==> src/rtl/visu_pkg.sv <==
// Shared types and constants for the sparkle overlay: slot record, FSM states,
// visible frame size and the life-to-brightness mapping.
package visu_pkg;

  localparam int H_ACTIVE = 640;
  localparam int V_ACTIVE = 480;

  typedef struct packed {
    logic [9:0] x;
    logic [8:0] y;
    logic [4:0] life;
  } sparkle_slot_t;

  typedef enum logic [1:0] {IDLE, AGE, SPAWN} spk_state_t;

  function automatic logic [3:0] level_of(input logic [4:0] life);
    return (life > 5'd15) ? 4'd15 : life[3:0];
  endfunction

  function automatic logic [3:0] max4(input logic [3:0] a, input logic [3:0] b);
    return (a > b) ? a : b;
  endfunction

endpackage

==> src/rtl/sparkle_hit_test.sv <==
// Combinational footprint test of one sparkle slot against a pixel query.
// Level is forced to 0 on a miss so the caller can max-reduce directly.
module sparkle_hit_test
  import visu_pkg::*;
#(
  parameter int RADIUS = 2
) (
  input  sparkle_slot_t i_slot,
  input  logic [9:0]    i_px_x,
  input  logic [9:0]    i_px_y,
  output logic          o_hit,
  output logic [3:0]    o_level
);

  logic signed [10:0] dx;
  logic signed [10:0] dy;
  logic        [10:0] adx;
  logic        [10:0] ady;

  // Signed differences clip the footprint at frame edges instead of wrapping.
  assign dx  = $signed({1'b0, i_px_x}) - $signed({1'b0, i_slot.x});
  assign dy  = $signed({1'b0, i_px_y}) - $signed({2'b00, i_slot.y});
  assign adx = dx[10] ? 11'(-dx) : 11'(dx);
  assign ady = dy[10] ? 11'(-dy) : 11'(dy);

  assign o_hit   = (i_slot.life != 5'd0) && (adx <= 11'(RADIUS)) && (ady <= 11'(RADIUS));
  assign o_level = o_hit ? level_of(i_slot.life) : 4'd0;

endmodule

==> src/rtl/sparkle_spawner.sv <==
// Per-frame sparkle slot manager: ages slots and spawns new ones from random bits
// gated by audio amplitude, and answers registered per-pixel brightness queries.
module sparkle_spawner
  import visu_pkg::*;
#(
  parameter int N_SLOT      = 8,
  parameter int SPAWN_TRIES = 2,
  parameter int RADIUS      = 2,
  parameter int LIFE_BASE   = 8
) (
  input  logic        i_clk,
  input  logic        i_rst,
  input  logic [47:0] i_random,
  input  logic [7:0]  i_amp,
  input  logic        i_frame_start,
  input  logic        i_px_valid,
  input  logic [9:0]  i_px_x,
  input  logic [9:0]  i_px_y,
  output logic        o_sparkle_on,
  output logic [3:0]  o_sparkle_level,
  output logic        o_busy,
  output logic [4:0]  o_active_cnt
);

  sparkle_slot_t slots_q [N_SLOT];
  sparkle_slot_t slots_d [N_SLOT];
  spk_state_t    state_q, state_d;
  logic [4:0]    idx_q, idx_d;
  logic [4:0]    active_cnt_q, active_cnt_d;
  logic          sparkle_on_q, sparkle_on_d;
  logic [3:0]    level_q, level_d;

  logic [9:0] rnd_x;
  logic [8:0] rnd_y;
  logic [7:0] rnd_thr;
  logic [3:0] rnd_lseed;
  logic       unused_random;

  assign rnd_x         = i_random[9:0];
  assign rnd_y         = i_random[18:10];
  assign rnd_thr       = i_random[26:19];
  assign rnd_lseed     = i_random[30:27];
  assign unused_random = ^i_random[47:31];

  logic       free_found;
  logic [4:0] free_idx;
  logic       try_ok;

  // Lowest-index free slot wins; scanning downward leaves the lowest one last.
  always_comb begin
    free_found = 1'b0;
    free_idx   = 5'd0;
    for (int i = N_SLOT - 1; i >= 0; i--) begin
      if (slots_q[i].life == 5'd0) begin
        free_found = 1'b1;
        free_idx   = 5'(i);
      end
    end
  end

  assign try_ok = (i_amp > rnd_thr) && (rnd_x < 10'(H_ACTIVE)) &&
                  (rnd_y < 9'(V_ACTIVE)) && free_found;

  always_comb begin
    state_d = state_q;
    idx_d   = idx_q;
    for (int i = 0; i < N_SLOT; i++) slots_d[i] = slots_q[i];
    case (state_q)
      IDLE: begin
        if (i_frame_start) begin
          state_d = AGE;
          idx_d   = 5'd0;
        end
      end
      AGE: begin
        for (int i = 0; i < N_SLOT; i++) begin
          if (5'(i) == idx_q && slots_q[i].life != 5'd0)
            slots_d[i].life = slots_q[i].life - 5'd1;
        end
        if (idx_q == 5'(N_SLOT - 1)) begin
          state_d = SPAWN;
          idx_d   = 5'd0;
        end else begin
          idx_d = idx_q + 5'd1;
        end
      end
      SPAWN: begin
        for (int i = 0; i < N_SLOT; i++) begin
          if (try_ok && 5'(i) == free_idx) begin
            slots_d[i].x    = rnd_x;
            slots_d[i].y    = rnd_y;
            slots_d[i].life = 5'(LIFE_BASE) + {1'b0, rnd_lseed};
          end
        end
        if (idx_q == 5'(SPAWN_TRIES - 1)) begin
          state_d = IDLE;
          idx_d   = 5'd0;
        end else begin
          idx_d = idx_q + 5'd1;
        end
      end
      default: begin
        state_d = IDLE;
        idx_d   = 5'd0;
      end
    endcase
  end

  always_comb begin
    active_cnt_d = 5'd0;
    for (int i = 0; i < N_SLOT; i++)
      if (slots_q[i].life != 5'd0) active_cnt_d = active_cnt_d + 5'd1;
  end

  logic [N_SLOT-1:0] slot_hit;
  logic [3:0]        slot_level [N_SLOT];
  logic [3:0]        leaf [16];
  logic [3:0]        lvl1 [8];
  logic [3:0]        lvl2 [4];
  logic [3:0]        lvl3 [2];
  logic [3:0]        max_level;

  genvar gi;
  generate
    for (gi = 0; gi < N_SLOT; gi++) begin : g_hit
      sparkle_hit_test #(.RADIUS(RADIUS)) u_hit (
        .i_slot  (slots_q[gi]),
        .i_px_x  (i_px_x),
        .i_px_y  (i_px_y),
        .o_hit   (slot_hit[gi]),
        .o_level (slot_level[gi])
      );
    end
    // Fixed 16-leaf tree covers every legal N_SLOT; missing leaves read as 0.
    for (gi = 0; gi < 16; gi++) begin : g_leaf
      if (gi < N_SLOT) begin : g_used
        assign leaf[gi] = slot_level[gi];
      end else begin : g_pad
        assign leaf[gi] = 4'd0;
      end
    end
    for (gi = 0; gi < 8; gi++) begin : g_l1
      assign lvl1[gi] = max4(leaf[2*gi], leaf[2*gi+1]);
    end
    for (gi = 0; gi < 4; gi++) begin : g_l2
      assign lvl2[gi] = max4(lvl1[2*gi], lvl1[2*gi+1]);
    end
    for (gi = 0; gi < 2; gi++) begin : g_l3
      assign lvl3[gi] = max4(lvl2[2*gi], lvl2[2*gi+1]);
    end
  endgenerate

  assign max_level    = max4(lvl3[0], lvl3[1]);
  assign sparkle_on_d = i_px_valid && (|slot_hit);
  assign level_d      = i_px_valid ? max_level : 4'd0;

  always_ff @(posedge i_clk or posedge i_rst) begin
    if (i_rst) begin
      for (int i = 0; i < N_SLOT; i++) slots_q[i] <= '0;
      state_q      <= IDLE;
      idx_q        <= 5'd0;
      active_cnt_q <= 5'd0;
      sparkle_on_q <= 1'b0;
      level_q      <= 4'd0;
    end else begin
      for (int i = 0; i < N_SLOT; i++) slots_q[i] <= slots_d[i];
      state_q      <= state_d;
      idx_q        <= idx_d;
      active_cnt_q <= active_cnt_d;
      sparkle_on_q <= sparkle_on_d;
      level_q      <= level_d;
    end
  end

  assign o_sparkle_on    = sparkle_on_q;
  assign o_sparkle_level = level_q;
  assign o_busy          = (state_q != IDLE);
  assign o_active_cnt    = active_cnt_q;

endmodule

==> config.mk <==
export PLATFORM = sky130hd
export DESIGN_NAME = sparkle_spawner
export DESIGN_NICKNAME = d
export VERILOG_FILES = /design/src/rtl/visu_pkg.sv /design/src/rtl/sparkle_hit_test.sv /design/src/rtl/sparkle_spawner.sv
export SDC_FILE = /design/constraint.sdc
export NUM_CORES = 1
export LEC_CHECK = 0
export ABC_AREA = 1
export BUFFER_PORTS_ARGS = -buffer_cell sky130_fd_sc_hd__buf_4
export CAP_MARGIN = 5
export CORE_UTILIZATION = 47
export DETAILED_ROUTE_END_ITERATION = 10
export HOLD_SLACK_MARGIN = 0.03
export PLACE_DENSITY = 0.73
export SLEW_MARGIN = 20
export SYNTH_ARGS = -nofsm -noshare
export SYNTH_HDL_FRONTEND = slang
export SYNTH_HIERARCHICAL = 1
export SYNTH_SLANG_ARGS = --single-unit
==> constraint.sdc <==
create_clock -name i_clk -period 8.3 [get_ports i_clk]
set_clock_uncertainty 0.15 [all_clocks]
set_input_delay 0.415 -clock i_clk [delete_from_list [all_inputs] [get_ports i_clk]]
set_output_delay 0.415 -clock i_clk [all_outputs]
set_load 0.01 [all_outputs]
# [Word level (Yosys, flattened, before mapping)]
# Index checks and enable logic that the tools add are counted.
[op_classes] addsub=49 order_cmp=35 n_eq_ne=37 muxes=97 n_reduce_logical=75
[ops] operator="less-or-equal comparator 11 x 2 -> 1 bit, second input constant" n=16
[ops] operator="2-to-1 mux 11 bit" n=16
[ops] operator="negator 11 bit" n=16
[ops] operator="2-to-1 mux 5 bit" n=26
[ops] operator="2-to-1 mux 4 bit" n=25
[ops] operator="subtractor 10 x 10 -> 11 bit" n=8
[ops] operator="subtractor 10 x 9 -> 11 bit" n=8
[ops] operator="case mux 5 bit (2 select lines)" n=8
[ops] operator="zero test 5 bit" n=10
[ops] operator="adder 5 x 1 -> 5 bit, second input constant" n=8
[ops] operator="equality test 3 x 5 -> 1 bit, first input constant" n=8
[ops] operator="> comparator 5 x 4 -> 1 bit, second input constant" n=8
[ops] operator="nonzero test 5 bit" n=8
[ops] operator="subtractor 5 x 1 -> 5 bit, second input constant" n=8
[ops] operator="!= test 2 bit, second input constant" n=19
[ops] operator="logical AND 1 bit" n=36
[ops] operator="> comparator 4 bit" n=7
[ops] operator="AND reduction 3 bit" n=9
[ops] operator="2-to-1 mux 3 bit" n=8
[ops] operator="equality test 2 x 5 -> 1 bit, first input constant" n=4
[ops] operator="AND reduction 2 bit" n=8
[ops] operator="case mux 5 bit (3 select lines)" n=1
[ops] operator="equality test 1 x 5 -> 1 bit, first input constant" n=2
[ops] operator="less-than comparator 10 bit, second input constant" n=1
[ops] operator="other kinds (14)" n=25
[word_totals] ff_bits=209 input_bits=80 out_inout_bits=11 wordCells=322

# [Longest topological paths before layout]
[logic_depth] word_depth=16 depth_mapped=44 ltp_nobuf=44

# [Modules after synthesis]
# Netlist, hierarchy kept.
[modules_own_cells] mod="sparkle_spawner" n_inst=1 cells_per_inst=1261 area_per_inst_um2=10851.7 seq_area_each_um2=5230.0
[modules_own_cells] mod="sparkle_hit_test at g_hit[1].u_hit ..." n_inst=5 cells_per_inst=392 area_per_inst_um2=1918.1 seq_area_each_um2=0.0
[modules_own_cells] mod="sparkle_hit_test at g_hit[6].u_hit" n_inst=1 cells_per_inst=397 area_per_inst_um2=2044.5 seq_area_each_um2=0.0
[modules_own_cells] mod="sparkle_hit_test at g_hit[5].u_hit" n_inst=1 cells_per_inst=392 area_per_inst_um2=2004.4 seq_area_each_um2=0.0
[modules_own_cells] mod="sparkle_hit_test at g_hit[0].u_hit" n_inst=1 cells_per_inst=400 area_per_inst_um2=1929.4 seq_area_each_um2=0.0

# [Worst setup path before layout]
# Ideal clock, no wire load.
[synth_path] path_kind="input port to flip-flop" startpoint="in i_px_y[0]" endpoint="reg level_q[1] (netlist: o_sparkle_level[1])" setup_ps=123 t_arrival_ps=5238 required_ps=8027 setup_slack_ps=2789 path_stages=36 path_buffers=0 cell_sequence="inv_1 ha_1 inv_1 fa_1 or2_2 nor2_2 nand3_4 nor2_2 nand2_1 nand2_1 xor2_1 nand3_2 nor3_2 ha_1 inv_1 nor2_1 o211ai_1 nand2_1 nand2_1 o21ai_0 ha_1 nand2_1 inv_1 o21ai_0 a32oi_1 nand2_1 o21ai_0 inv_1 ha_1 inv_1 nor2_1 o21ai_0 a32oi_1 inv_1 o21ai_0 a21oi_1"
[synth_rtl] item="start, declared" line="sparkle_spawner.sv:18" text="input logic [9:0] i_px_y,"
[synth_rtl] item="end signal, assigned" line="sparkle_spawner.sv:171" text="level_q <= level_d;"
[synth_rtl] item="end, declared" line="sparkle_spawner.sv:31" text="logic [3:0] level_q, level_d;"

==> Implementation_results.wiki <==
{| class="wikitable"
! Metric !! Value
|-
| Synthesized instance count || 4410
|-
| Post-synthesis cell type count || between 50 and 60
|-
| Maximum Capacitance Violations || 0
|-
| Setup TNS after final layout || 0 ns
|-
| Global-route congestion overflow total || 0
|-
| Most frequent standard cell in the layout excluding fill and tap cells || sky130_fd_sc_hd__nand2_1
|-
| Number of vias in the routed layout || 26700
|-
| Number of diodes added for antenna fixing || 0
|-
| Flip-flop cell with the highest count after synthesis || sky130_fd_sc_hd__dfrtp_1
|-
| Crit path required time || around 8.6 ns
|-
| Post-route cell area || roughly 0.028 mm²
|-
| Total standard cell area after synthesis || ~0.026 mm²
|-
| Total power density per cell area || approximately 330 mW/mm²
|-
| Worst Reg-to-Reg Cells || 35
|-
| Reg-to-reg endpoint || o_sparkle_level[2]$_DFF_PP0_
|-
| Hold Crit Endpoint || slots_q[168]$_DFFE_PP0P_
|-
| Number of buffers on the longest clock path || 3
|-
| Highest attainable clock frequency || 148 MHz
|-
| Overall die width || approximately 240 µm
|-
| Startpoint of the worst register-to-register path || slots_q[134]$_DFFE_PP0P_
|-
| DRT met1 WL || roughly 34000 µm
|-
| Number of synthesized flops with an enable pin || 0
|-
| Syn nets || about 4700
|-
| CTS tree || done
|-
| Worst Setup End Kind || flip-flop
|-
| Number of clock sinks || about 210
|-
| Average vias per placed instance || just over 5
|-
| Total number of nets in the final design || 4779
|-
| Site row count || 86
|-
| Depth of the CTS H-tree || 1
|-
| Final core utilization || 0.515
|-
| Worst ir drop on vdd || 0.212 mV
|-
| Mean instance size in the synthesized netlist || 5.99 µm²
|-
| Most frequent cell on the critical path || sky130_fd_sc_hd__o21ai_0
|-
| Clock slew at the register clock pins of the worst setup and hold paths || approximately 0.060 ns
|-
| Post-cts sizing count || 0
|-
| Worst Path Class, Setup || flip-flop to flip-flop
|-
| HPWL after DPL || roughly 54000 µm
|-
| Total length of routed met2 wires || 32400 µm
|-
| Instance area after placement || around 0.027 mm²
|-
| Number of port buffers || 73
|-
| First-pass GRT wire length || 117000 µm
|-
| Commonest cells after routing, fill and taps aside || sky130_fd_sc_hd__nand2_1 (1470), sky130_fd_sc_hd__inv_1 (713), sky130_fd_sc_hd__nand3_1 (461)
|-
| Setup-failing EPs final || 0
|-
| Worst hold path class || input port to flip-flop
|-
| FF-to-FF setup slack || 1.53 ns
|-
| Maximum number of pins on one net before global-route repair || between 90 and 100
|-
| Pin slew with the least headroom to its limit || between 1 and 1.5 ns
|-
| Number of hold-slack violations in the final timing report || 0
|-
| Antenna violations before repair || 0
|-
| Worst skew pair latency || 0.59 ns
|-
| Min Clock Period, post-route || 6.77 ns
|-
| Met3 routed WL || approximately 3300 µm
|-
| Largest stage delay on the critical path || about 0.47 ns
|-
| Worst hold path depth || 5
|-
| Count of yosys warnings during synthesis || 6
|-
| Number of CTS-inserted buffers || 27
|-
| Sequential cell area || 0.00523 mm²
|-
| Top fanout value on the critical path || 10
|-
| Element type at the critical path start || flip-flop
|-
| Fill cells || between 5000 and 6000
|-
| Die outline area || roughly 0.057 mm²
|-
| Register bit count reported by yosys || ~210
|-
| Portion of the post-synthesis area used by sequential elements || 0.198
|-
| Proportion of layout cells with a drive suffix above 1 || 0.101
|-
| Final antenna-violating net count || 0
|-
| Launch instance of the worst min-delay path || i_random[27]
|-
| Outcome || complete, no violations
|-
| Via count of the first global-routing pass || about 24000
|-
| Floorplan die height || 239 µm
|-
| Fin crit share || 0.816
|-
| Static Leak || 0.0155 µW
|-
| Uppermost metal layer occupied by signal nets || met4
|-
| Number of optimization iterations in the first detailed-route pass || 5
|-
| WL/cell || around 14 µm
|-
| Area of the core || 0.0553 mm²
|-
| Post-route DRC || 0
|-
| Worst relative slew slack || 0.304
|-
| Async set-reset flop share out of synthesis || 1.00
|-
| Initial Util || 0.478
|-
| Total routed wirelength || between 70000 and 80000 µm
|-
| Overall fraction of global-route tracks in use || 0.252
|-
| Clock root buffer || sky130_fd_sc_hd__clkbuf_16
|-
| Final weighted congestion in routability-driven placement || a little over 0.9
|-
| Final Slew Violations || 0
|-
| Multi-input gate area in the final layout || around 0.018 mm²
|-
| Cell with the largest stage delay on the worst path || sky130_fd_sc_hd__nor2_1
|-
| Area growth from synthesis to final layout || 7.83%
|-
| I/O pin count || 91
|-
| Unrepaired setup endpoints after global routing || no
|-
| Signal arrival time at the worst endpoint || just over 7 ns
|-
| Number of DRC violations after detailed-routing iteration 0 || roughly 1700
|}
## sequential cells by signal (all words and copies together), names as in the netlist
| signal | flops |
|---|---|
| idx_q | 5 |
| o_active_cnt | 5 |
| o_sparkle_level | 4 |
| o_sparkle_on | 1 |
| slots_q | 192 |
| state_q | 2 |
## cell families (layout without fill, tap and decap cells)
kind of cell | after synthesis | count (layout) | synth area share
AND/OR/NAND/NOR | 2623 | 2623 | 0.439
buffers and inverters | 844 | 920 | 0.131
AO/OA/AOI/OAI | 451 | 451 | 0.0990
adder cells (fa/ha/maj) | 234 | 234 | 0.115
flip-flops | 209 | 209 | 0.198
XOR/XNOR | 49 | 49 | 0.0177
## stage by stage
| step | cells | hold WS, ns | setup slack (ns) | total power [µW] |
|---|---|---|---|---|
| final | 5234 | 0.0511 | 1.53 | 9520 |
| after floorplan | 4410 | 0.303 | 2.03 | 6910 |
| after global routing | 5234 | 0.103 | 0.798 | 10600 |
| after global placement | 5179 | 0.316 | 1.37 | 8030 |
| after CTS | 5232 | 0.0425 | 1.61 | 9500 |
| after detailed placement | 5179 | 0.323 | 1.29 | 8160 |
## synth_stat cells, types with 9 or more instances
cell	n	area share
sky130_fd_sc_hd__nand2_1	1470	0.21
sky130_fd_sc_hd__inv_1	714	0.10
sky130_fd_sc_hd__nand3_1	461	0.087
sky130_fd_sc_hd__nor2_1	377	0.054
sky130_fd_sc_hd__ha_1	218	0.10
sky130_fd_sc_hd__dfrtp_1	209	0.20
sky130_fd_sc_hd__o21ai_0	161	0.030
sky130_fd_sc_hd__a21oi_1	137	0.026
sky130_fd_sc_hd__nand2_2	86	0.020
sky130_fd_sc_hd__o21ai_1	68	0.013
sky130_fd_sc_hd__inv_2	60	0.0085
sky130_fd_sc_hd__nand4_1	47	0.011
sky130_fd_sc_hd__a21oi_2	35	0.012
sky130_fd_sc_hd__nand3_2	34	0.013
sky130_fd_sc_hd__nor2_2	32	0.0076
sky130_fd_sc_hd__buf_6	30	0.013
sky130_fd_sc_hd__xor2_1	30	0.0099
sky130_fd_sc_hd__nor3_2	29	0.011
sky130_fd_sc_hd__nand3b_1	21	0.0060
sky130_fd_sc_hd__nor3_1	18	0.0034
sky130_fd_sc_hd__fa_1	16	0.012
sky130_fd_sc_hd__o21bai_1	15	0.0043
sky130_fd_sc_hd__xnor2_1	14	0.0046
sky130_fd_sc_hd__clkbuf_1	13	0.0018
sky130_fd_sc_hd__nor2_4	13	0.0055
sky130_fd_sc_hd__nor4_1	11	0.0026
sky130_fd_sc_hd__buf_4	9	0.0026
## power by group
part           switching [µW]  total, µW  internal (µW)
Combinational            4300       6590           2290
Sequential                267       1640           1380
Clock                     518       1280            764
## final cells by class
class                      instances  share of cell area
inverter                         784               0.104
clock inverter                    10             0.00509
sequential                       209               0.184
timing repair buffer              86              0.0238
tap                              748              0.0329
multi-input combinational       3357               0.623
clock buffer                      40              0.0282
## worst max-delay path by stage
stage	endpoint	start	slack [ns]	cells past startpoint
after floorplan	idx_q[0]$_DFFE_PP0P_	i_rst	2.03	1
after global placement	o_sparkle_level[2]$_DFF_PP0_	i_px_x[0]	1.37	37
after detailed placement	o_sparkle_level[2]$_DFF_PP0_	i_px_x[0]	1.29	37
after CTS	o_sparkle_level[2]$_DFF_PP0_	slots_q[134]$_DFFE_PP0P_	1.61	35
after global routing	o_sparkle_level[1]$_DFF_PP0_	slots_q[134]$_DFFE_PP0P_	0.80	35
final	o_sparkle_level[2]$_DFF_PP0_	slots_q[134]$_DFFE_PP0P_	1.53	35
## critical path, delay by kind of cell, from the launching register on
| kind | cells | cell delay (ns) |
|---|---|---|
| compound gates | 12 | 2.27 |
| fa+ha+maj | 5 | 1.51 |
| simple gates | 14 | 2.05 |
| buf+inv | 4 | 0.30 |
| flops | 1 | 0.35 |
## routing by layer
layer	GRT usage	vias to the layer above
met5	0	-
met4	0.0750	0
met3	0.0224	84
met2	0.424	499
met1	0.340	12100
li1	-	14000
## repair_timing
| action | 4_1_cts | 5_1_grt |
|---|---|---|
| setup buffers | 0 | 0 |
| endpoints found under the hold margin | 97 | 0 |
| hold buffers | 3 | 0 |
(Power assumes the default switching activity.)
